==> src/rtl/lot_pkg.sv <==
`default_nettype none
//==============================================================================
// lot_pkg -- constants and FSM encoding shared by the lottery front end and checker
// rev 1.0
//==============================================================================
package lot_pkg;

    localparam logic [3:0] MAX_DIGIT          = 4'd9;
    localparam int         NUM_DIGITS_DEFAULT = 5;

    typedef enum logic [1:0] {
        COLLECT = 2'd0,
        FIM     = 2'd1,
        DONE    = 2'd2
    } lot_state_e;

endpackage
`default_nettype wire

==> src/rtl/lot_debounce.sv <==
`default_nettype none
//==============================================================================
// lot_debounce -- 2-flop synchroniser, stability counter and rising-edge pulse
// rev 1.0
//==============================================================================
module lot_debounce #(
    parameter int DEBOUNCE_CYCLES = 4
) (
    input  logic clk,
    input  logic reset,
    input  logic raw,
    output logic level,
    output logic press
);

    localparam int            CW   = $clog2(DEBOUNCE_CYCLES + 1);
    localparam logic [CW-1:0] LAST = CW'(DEBOUNCE_CYCLES - 1);

    logic          sync1_q, sync2_q;
    logic          level_q, level_d;
    logic          press_q, press_d;
    logic [CW-1:0] cnt_q, cnt_d;

    // The flip happens on the sample that would make the count reach DEBOUNCE_CYCLES,
    // and the press pulse is registered on that same edge.
    always_comb begin
        level_d = level_q;
        press_d = 1'b0;
        cnt_d   = '0;
        if (sync2_q != level_q) begin
            if (cnt_q == LAST) begin
                level_d = sync2_q;
                press_d = sync2_q;
            end else begin
                cnt_d = cnt_q + 1'b1;
            end
        end
    end

    always_ff @(posedge clk or posedge reset) begin
        if (reset) begin
            sync1_q <= 1'b0;
            sync2_q <= 1'b0;
            level_q <= 1'b0;
            press_q <= 1'b0;
            cnt_q   <= '0;
        end else begin
            sync1_q <= raw;
            sync2_q <= sync1_q;
            level_q <= level_d;
            press_q <= press_d;
            cnt_q   <= cnt_d;
        end
    end

    assign level = level_q;
    assign press = press_q;

endmodule
`default_nettype wire

==> src/rtl/lot_digit_entry.sv <==
`default_nettype none
//==============================================================================
// lot_digit_entry -- debounced digit entry front end for the lottery checker
// rev 1.0
//==============================================================================
module lot_digit_entry
    import lot_pkg::*;
#(
    parameter int DEBOUNCE_CYCLES = 4,
    parameter int NUM_DIGITS      = NUM_DIGITS_DEFAULT
) (
    input  logic       clk,
    input  logic       reset,
    input  logic [3:0] sw,
    input  logic       btn_insere,
    input  logic       btn_fim_jogo,
    output logic [3:0] num,
    output logic       insere,
    output logic       fim,
    output logic       fim_jogo,
    output logic [2:0] digit_cnt,
    output logic       err
);

    localparam logic [2:0] CNT_MAX = 3'(NUM_DIGITS);

    logic [3:0] sw_s1_q, sw_s2_q;
    logic       ins_press, fj_press;
    logic       unused_ins_level, unused_fj_level;

    lot_state_e state_q, state_d;
    logic [3:0] num_q, num_d;
    logic [2:0] cnt_q, cnt_d;
    logic       insere_q, insere_d;
    logic       fim_q, fim_d;
    logic       fim_jogo_q, fim_jogo_d;
    logic       err_q, err_d;

    lot_debounce #(.DEBOUNCE_CYCLES(DEBOUNCE_CYCLES)) u_db_insere (
        .clk   (clk),
        .reset (reset),
        .raw   (btn_insere),
        .level (unused_ins_level),
        .press (ins_press)
    );

    lot_debounce #(.DEBOUNCE_CYCLES(DEBOUNCE_CYCLES)) u_db_fim_jogo (
        .clk   (clk),
        .reset (reset),
        .raw   (btn_fim_jogo),
        .level (unused_fj_level),
        .press (fj_press)
    );

    // A new-game press overrides everything, including a pending fim pulse.
    always_comb begin
        state_d    = state_q;
        num_d      = num_q;
        cnt_d      = cnt_q;
        insere_d   = 1'b0;
        fim_d      = 1'b0;
        fim_jogo_d = 1'b0;
        err_d      = 1'b0;
        if (fj_press) begin
            fim_jogo_d = 1'b1;
            cnt_d      = '0;
            num_d      = '0;
            state_d    = COLLECT;
        end else begin
            case (state_q)
                COLLECT: begin
                    if (ins_press) begin
                        if (sw_s2_q <= MAX_DIGIT) begin
                            num_d    = sw_s2_q;
                            insere_d = 1'b1;
                            if (cnt_q != CNT_MAX) begin
                                cnt_d = cnt_q + 3'd1;
                            end
                            if (cnt_q + 3'd1 == CNT_MAX) begin
                                state_d = FIM;
                            end
                        end else begin
                            err_d = 1'b1;
                        end
                    end
                end
                FIM: begin
                    fim_d   = 1'b1;
                    state_d = DONE;
                end
                DONE: begin
                    state_d = DONE;
                end
                default: begin
                    state_d = COLLECT;
                end
            endcase
        end
    end

    always_ff @(posedge clk or posedge reset) begin
        if (reset) begin
            sw_s1_q    <= '0;
            sw_s2_q    <= '0;
            state_q    <= COLLECT;
            num_q      <= '0;
            cnt_q      <= '0;
            insere_q   <= 1'b0;
            fim_q      <= 1'b0;
            fim_jogo_q <= 1'b0;
            err_q      <= 1'b0;
        end else begin
            sw_s1_q    <= sw;
            sw_s2_q    <= sw_s1_q;
            state_q    <= state_d;
            num_q      <= num_d;
            cnt_q      <= cnt_d;
            insere_q   <= insere_d;
            fim_q      <= fim_d;
            fim_jogo_q <= fim_jogo_d;
            err_q      <= err_d;
        end
    end

    assign num       = num_q;
    assign insere    = insere_q;
    assign fim       = fim_q;
    assign fim_jogo  = fim_jogo_q;
    assign digit_cnt = cnt_q;
    assign err       = err_q;

endmodule
`default_nettype wire

==> config.mk <==
export PLATFORM = sky130hd
export DESIGN_NAME = lot_digit_entry
export DESIGN_NICKNAME = d
export VERILOG_FILES = /design/src/rtl/lot_pkg.sv /design/src/rtl/lot_debounce.sv /design/src/rtl/lot_digit_entry.sv
export SDC_FILE = /design/constraint.sdc
export NUM_CORES = 1
export LEC_CHECK = 0
export CORE_ASPECT_RATIO = 1.2
export CORE_MARGIN = 2
export CORE_UTILIZATION = 50
export DETAILED_ROUTE_END_ITERATION = 8
export GPL_ROUTABILITY_DRIVEN = 0
export PLACE_DENSITY = 0.74
export RECOVER_POWER = 50
export SYNTH_ARGS = -nofsm -noshare
export SYNTH_HDL_FRONTEND = slang
export SYNTH_SLANG_ARGS = --single-unit
==> constraint.sdc <==
create_clock -name clk -period 4.4 [get_ports clk]
set_clock_uncertainty 0.2 [all_clocks]
set_input_delay 1.1 -clock clk [delete_from_list [all_inputs] [get_ports clk]]
set_output_delay 1.1 -clock clk [all_outputs]
set_load 0.02 [all_outputs]
### After elaboration in Yosys (flattened, before gate mapping)

Index checks and enable logic that the tools add are counted.

* register bits after elaboration: 35
* bits in latches: 0
* bits in writable memories: 0
* ROM bits: 0
* input bits: 8
* output and inout bits: 11
* word-level logic and storage cells: 78
* memories: 0

* $add $sub $neg: 3
* multiply operators: 0
* divide/modulo/power cells: 0
* magnitude comparators: 1
* equality and inequality tests: 11
* shift operators: 0
* multiplexer cells: 33
* bitwise operators: 0
* reduce and logical (&&, ||, !) cells: 11

Operators by type and width (number)
* 2-to-1 mux 3 bit: 9
* 2-to-1 mux 4 bit: 4
* 2-to-1 mux 1 bit: 15
* adder 3 x 1 -> 3 bit, second input constant: 3
* 2-to-1 mux 2 bit: 4
* nonzero test 2 bit: 4
* == test 3 x 2 -> 1 bit, second input constant: 2
* != test 3 x 2 -> 1 bit, second input constant: 2
* AND reduction 3 bit: 2
* <= comparator 4 bit, second input constant: 1
* case mux 2 bit (2 select lines): 1
* AND reduction 2 bit: 2
* AND reduction 4 bit: 1
* == test 3 bit, second input constant: 1
* != test 3 x 1 -> 1 bit, second input constant: 1
* != test 3 bit, second input constant: 1
* == test 2 x 1 -> 1 bit, second input constant: 1
* == test 2 bit, second input constant: 1
* zero test 2 bit: 1
* != test 1 bit: 2
* OR reduction 2 bit: 1

### Depth between registers and ports, before layout

Gate-level depths: netlist (run 1).

* word-level depth: 7
* mapped depth: 5
* depth with buffers taken out: 5

### Modules after synthesis

Synthesis (run 1) repeated with hierarchy kept, for this count alone.

* cell total of the unflattened synthesis: 103
* area total of the unflattened synthesis: 1392.6 µm²

By module, submodules not included
* lot_digit_entry: instances 1, cells an instance 71, area an instance 872.1 µm², seq. area each 525.5 µm²
* lot_debounce: instances 2, cells an instance 16, area an instance 260.2 µm², seq. area each 175.2 µm²

### Worst setup path after synthesis (run 1)

No wires, ideal clock.

* path type: flip-flop to output port
* start: reg cnt_q[2], in the netlist digit_cnt[2]
* end: out digit_cnt[2]
* arrival time: 0.516 ns
* required time: 3.100 ns
* setup slack: 2.584 ns
* stages on the path, launching flop included: 1
* path buffers: 0
* path through: dfrtp_1

RTL lines
* start, declared: RTL line lot_digit_entry.sv:33 `logic [2:0] cnt_q, cnt_d;`
* start signal, assigned: RTL line lot_digit_entry.sv:117 `cnt_q <= cnt_d;`
* end, declared: RTL line lot_digit_entry.sv:21 `output logic [2:0] digit_cnt,`

No word-level cell between the ends.

==> results of run 1 <==
## cell families after synthesis
group	after synthesis	synth area share
flops	35	0.6399
simple gates	27	0.1207
compound gates	15	0.08775
buf+inv	9	0.02651
fa+ha+maj	7	0.06398
mux	5	0.04204
xor+xnor	3	0.01920
## path summary, 6_finish.rpt
path	to	from	slack (ns)
worst max-delay path	fim	reset	1.41
worst min-delay path	sw_s2_q[0]	sw_s1_q[0]	0.16
worst max register to register	digit_cnt[0]	state_q[0]	2.52
worst min register to register	sw_s2_q[0]	sw_s1_q[0]	0.16
max in group clk	digit_cnt[2]	digit_cnt[2]	1.64
min in group asynchronous	u_db_insere.sync1_q	reset	1.60
## power groups by stage
| stage | Combinational, W | Clock [W] | Sequential [W] |
|---|---|---|---|
| after floorplan | 0.000115 | 0 | 0.000443 |
| after global placement | 0.000213 | 0 | 0.000417 |
| after detailed placement | 0.000220 | 0 | 0.000421 |
| after CTS | 0.000220 | 0.000239 | 0.000414 |
| after global routing | 0.000241 | 0.000255 | 0.000421 |
| final | 0.000215 | 0.000231 | 0.000413 |
## through the flow
stage	instance area (sq um)	total power (W)	util	hold WS, ns	setup slack [ns]
2_1_floorplan	1369	0.0005581	-	0.1312	2.324
3_3_place_gp	1588	0.0006298	0.6160	0.1343	2.040
3_5_place_dp	1588	0.0006414	0.6160	0.1379	2.013
4_1_cts	1672	0.0008736	0.6485	0.1649	1.618
5_1_grt	1665	0.0009171	0.6461	0.1725	0.9753
6_report	1665	0.0008590	0.6461	0.1611	1.415
## sequential cells by signal, indices dropped and copies added, names as in the netlist, 2 cells and up
name / flops
sw_s2_q: 4
digit_cnt: 3
u_db_insere.cnt_q: 3
state_q: 2
sw_s1_q: 4
u_db_fim_jogo.cnt_q: 3
num: 4
## layout by cell type, fill, tap and decap left out
| cell | n |
|---|---|
| dfrtp_1 | 35 |
| clkdlybuf4s50_1 | 11 |
| inv_1 | 7 |
| ha_1 | 7 |
| dlygate4sd3_1 | 7 |
| nor2b_1 | 5 |
| clkbuf_4 | 5 |
| nor3_1 | 4 |
| nand2b_1 | 4 |
| nand4_1 | 4 |
| o21ai_0 | 4 |
| a21oi_1 | 4 |
| nor3b_1 | 3 |
| nor2_1 | 3 |
| a41oi_1 | 2 |
| xnor2_1 | 2 |
| and3b_1 | 2 |
| mux2_2 | 2 |
| mux2i_1 | 2 |
| o21ai_2 | 1 |
| xor2_1 | 1 |
| nor4_1 | 1 |
| o21a_4 | 1 |
| nand2_1 | 1 |
| a211oi_4 | 1 |
| mux2_4 | 1 |
| a311oi_1 | 1 |
| a41o_1 | 1 |
| bufinv_16 | 1 |
| clkinvlp_4 | 1 |
| inv_6 | 1 |
| clkbuf_1 | 1 |
## area by class of cell
type / count / area (sq um) / share of cell area
clock buffer: 5 / 37.54 / 0.02254
clock inverter: 3 / 46.29 / 0.02780
inverter: 7 / 26.28 / 0.01578
multi-input combinational: 57 / 454.2 / 0.2727
sequential: 35 / 875.8 / 0.5259
tap: 33 / 41.29 / 0.02479
timing repair buffer: 19 / 183.9 / 0.1104
## per-layer routing
metal  vias up  global-route usage  wire [um]
li1        401                   -          -
met1       386              0.1711        778
met2        27              0.2473        956
met3         5             0.06068        129
met4         0             0.07895         52
met5         -                   0          0
## worst max-delay path, delay by kind of cell
family   cells  cell delay, ns
buf+inv      3            1.82
==> metrics, run 1 <==
sw power=0.0002501 W; Tot GR Track Use=0.1506; first-pass GRT wire length=3367 um; top-count cell post-synth=dfrtp_1; reg2reg path depth=5; worst hold path class=reg -> reg; Via density=5.151; CP max stage delay=1.22 ns; clock-pin slew on the worst setup and hold paths=0.10 ns; status=complete, but fails checks; switch share=0.2911; clk root buf=clkbuf_4; startpoint types=input pin; critical path class=in -> async; Post-Synthesis Cells=101; hold buffer count at CTS=0; CTS resizes=0; DR iter-0 viols=29; Final setup viols=0; Layout area overhead=21.66%; routed wire length per instance=12.05 um; Initial Util=0.5311; TritonRoute pass-1 iters=4; max_cap viols=1; Die Y=61.32 um; critical path's slowest cell=clkbuf_1; Post-synth EDFFs=0; # rows=20; Combinational Power Share=0.250; synthesized flop and latch total=35; vias in the first global route=781; crit-path max FO=35; worst slew pin tran=1.701 ns; CTS tree=built; layout cell share with drive strength beyond 1=0.1111; Slew Limit Fails=36; most area-hungry cell type in the Yosys netlist=dfrtp_1; share of the synthesized area in the top cell type=0.6399; Seq/Total Area, Yosys=0.6399; DP Wirelength=1414 um; hold-critical path depth=0; YS warnings=0; area of the mapped netlist=1369 sq um; Peak VDD IR=0.3519 mV; Cell Count, Final, Fillers Out=159; f_max=335.0 MHz; Crit. End Element=asynchronous set/reset pin; maximum clock path buffer count=2; clock power share=0.269; CTS Sinks=35; IO Port Bufs=18; Synth area leaders=dfrtp_1 (64%), ha_1 (6.4%), nor2b_1 (2.3%); Num CTS Buffers=5; post-layout minimum cycle time=2.985 ns; Placed Cells=151; Chip Width=51.77 um; largest net degree at the start of global routing=36; Core Footprint=2577 sq um; failing checks=capacitance limit, slew limit; I/O pin count=19; final wirelength=1916 um; DRT antenna net count=0; period utilization=0.6785; DRC viols=0; RSZ-0062 raised after global routing=no; Post-synth ARST share=1.000; Final Hold Fails=0; fill count=216; Slew headroom=-0.1343; Seq pwr share=0.481; antenna cells=0; H-Tree Depth=2; antenna violations before repair=0; CP cell instances=dlygate4sd3_1 > inv_1 > clkbuf_1; Post-synth top cells=dfrtp_1 (35), ha_1 (7), inv_1 (7); nets@finish=140; Data arrival, critical path=2.93 ns; WP data required=4.35 ns; total grt overflow=0; Sum Neg Setup Slack=0 ns; Clock Latency Late Sink=0.34 ns; die outline area=3174 sq um; vias=819; Post-Syn Nets=116; internal power=0.0006089 W; top_reg_cell synth=dfrtp_1; post-synthesis cell type count=26; post-CTS setup buffers=0; static leakage=0.7563 nW; Mean Syn Cell Area=13.55 sq um; PD cells=515.8 nW/um^2
(Power assumes the default switching activity.)
==> run 2: changes to the inputs <==
==> constraint.sdc (replaced) <==
create_clock -name clk -period 3 [get_ports clk]
set_clock_uncertainty 0.2 [all_clocks]
set_input_delay 0.75 -clock clk [delete_from_list [all_inputs] [get_ports clk]]
set_output_delay 0.75 -clock clk [all_outputs]
set_load 0.02 [all_outputs]
==> run 2 against run 1 <==
The flow now finishes without violations. Worst hold slack about the same. Global-route usage is 1.1 points higher. First-iteration DRC count down 69%. Critical path type is now reg -> out. Critical endpoint is now digit_cnt[2]. Via count fell by 1.1%. Highest routed layer unchanged. Sequential share of layout area fell by 0.16 points. Sequential cell count is the same. Sequential power grew 47%. Largest cell class unchanged. Core utilization up 0.19 points.
==> metrics, run 2 (synthesis gave the netlist of run 1 again) <==
met2 routed WL=947 um (-0.94%); DP Wirelength=1408 um (-0.42%); DRC viols=0 (unchanged); DRT antenna net count=0 (unchanged); nets@finish=140 (unchanged); final wirelength=1889 um (-1.4%); worst slew pin tran=0.8018 ns (-0.8996 ns); Die Y=61.32 um (unchanged); CTS tree=built; most frequent cells in the layout=dfrtp_1 (35), clkdlybuf4s50_1 (11), inv_1 (7), ha_1 (7), dlygate4sd3_1 (7); antenna violations before repair=0 (unchanged); CP cell instances=clkdlybuf4s50_1; area of the multi-input gates=456.7 sq um (+0.55%); WP data required=2.05 ns (-2.30 ns); DR WL met3=78 um (-40%); Via density=5.094 (-1.1%); Combinational Power Share=0.248 (-0.002); WHS=0.1613 ns (+0.0002480 ns); clock power share=0.271 (+0.002); post-layout minimum cycle time=2.424 ns; fill count=188 (-13%); Data arrival, critical path=1.47 ns (-1.46 ns); H-Tree Depth=2 (unchanged); Num CTS Buffers=5 (unchanged); Crit. End Element=primary output; CP max stage delay=0.65 ns (-0.57 ns); vias=810 (-1.1%); reg2reg path depth=5 (unchanged); Reg-to-Reg End=digit_cnt[0]; clock-pin slew on the worst setup and hold paths=0.11 ns (about the same); hold-critical path depth=0 (unchanged); crit-path max FO=5 (-86%); f_max=412.5 MHz; largest net degree at the start of global routing=36 (unchanged); cell family with most CP delay=buffers and inverters; Layout area overhead=22.03%; leading cell type in the layout, fill and taps excluded=dfrtp_1; Sum Neg Setup Slack=0 ns (unchanged); max_cap viols=0 (-1); Worst Hold Path EP=u_db_fim_jogo.sync2_q; Design Power=0.001260 W (+47%); die outline area=3174 sq um (unchanged); CTS resizes=0 (unchanged); PD cells=754.6 nW/um^2 (+46%); period utilization=0.8082; first-pass GRT wire length=3574 um (+6.1%); post-CTS setup buffers=0 (unchanged); critical path's slowest cell=clkdlybuf4s50_1; Chip Width=51.77 um (unchanged); startpoint types=flip-flop; Peak VDD IR=0.5314 mV (+51%); Slew headroom=0.4654 (+0.5997); critical path class=reg -> out; final worst slack=0.5755 ns (-0.8392 ns); post-place setup slack=0.9485 ns (-1.064 ns); Core Footprint=2577 sq um (unchanged); buffers and inverters on the worst path=1 (-2); worst r2r src=state_q[0]; total grt overflow=0 (unchanged); Seq pwr share=0.481 (about the same); CTS Sinks=35 (unchanged); Clock Latency Late Sink=0.33 ns (about the same); Top Layer Used=met4; vias in the first global route=843 (+7.9%); Final Hold Fails=0 (unchanged); final core occ=0.6481 (+0.001941); DR iter-0 viols=9 (-69%); routed wire length per instance=11.88 um (-1.4%); Initial Util=0.5311 (unchanged); TritonRoute pass-1 iters=3 (-1); layout cell share with drive strength beyond 1=0.1270 (+0.01587); Final setup viols=0 (unchanged); internal power=0.0008942 W (+47%); static leakage=0.7637 nW (+0.98%); critical path depth in cells=1 (-2); Slew Limit Fails=0 (-100%); RSZ-0062 raised after global routing=no; hold buffer count at CTS=0 (unchanged); HP Start=u_db_fim_jogo.sync1_q; maximum clock path buffer count=2 (unchanged); I/O pin count=19 (unchanged); IO Port Bufs=18 (unchanged); Tot GR Track Use=0.1614 (+0.01077); WL met1=815 um (+4.8%); # rows=20 (unchanged); worst hold path class=reg -> reg; FF-to-FF setup slack=1.21 ns (-1.31 ns); antenna cells=0 (unchanged); switch share=0.2905 (-0.0006143); status=completed; sw power=0.0003662 W (+46%); clk root buf=clkbuf_4; FF+latch area=875.8 sq um (unchanged)
run 2: area by class of cell:
type	instances	share of cell area
flip-flops and latches	35	0.5243
multi-input cells	57	0.2734
clock buffers	5	0.02247
well taps	33	0.02472
clock inverters	3	0.02846
repair buffers	19	0.1109
inverters	7	0.01573
run 2: how the worst max path moves through the flow:
stage / startpoint / end / slack [ns]
4_1_cts: digit_cnt[2] / digit_cnt[2] / 0.55
3_5_place_dp: digit_cnt[2] / digit_cnt[2] / 0.95
2_1_floorplan: reset / digit_cnt[0] / 1.27
6_report: digit_cnt[2] / digit_cnt[2] / 0.58
5_1_grt: digit_cnt[2] / digit_cnt[2] / 0.53
3_3_place_gp: digit_cnt[2] / digit_cnt[2] / 0.99
run 2: power by group through the flow:
stage | sequential [W] | clock, W | combinational [W]
after floorplan | 0.000650 | 0 | 0.000169
after global placement | 0.000612 | 0 | 0.000312
after detailed placement | 0.000619 | 0 | 0.000318
after CTS | 0.000608 | 0.000358 | 0.000320
after global routing | 0.000620 | 0.000371 | 0.000352
final | 0.000606 | 0.000342 | 0.000312
run 2: metrics by stage:
stage	area (sq um)	std cells
global route	1670	159
floorplan	1369	101
finish	1670	159
global placement	1588	151
detailed placement	1588	151
CTS	1673	159
run 2: per-layer routing:
layer	global-route usage	vias up
met2	0.2729	18
li1	-	399
met4	0.1128	0
met5	0	-
met3	0.05097	4
met1	0.1731	389
run 2: worst register-to-register path: cells and delay by family (launching register included):
kind / cells / cell delay [ns]
muxes: 1 / 0.33
AOI/OAI and AO/OA: 1 / 0.25
and+or+nand+nor: 1 / 0.16
DFF: 1 / 0.41
adders and majority gates: 1 / 0.28
buffers and inverters: 1 / 0.06
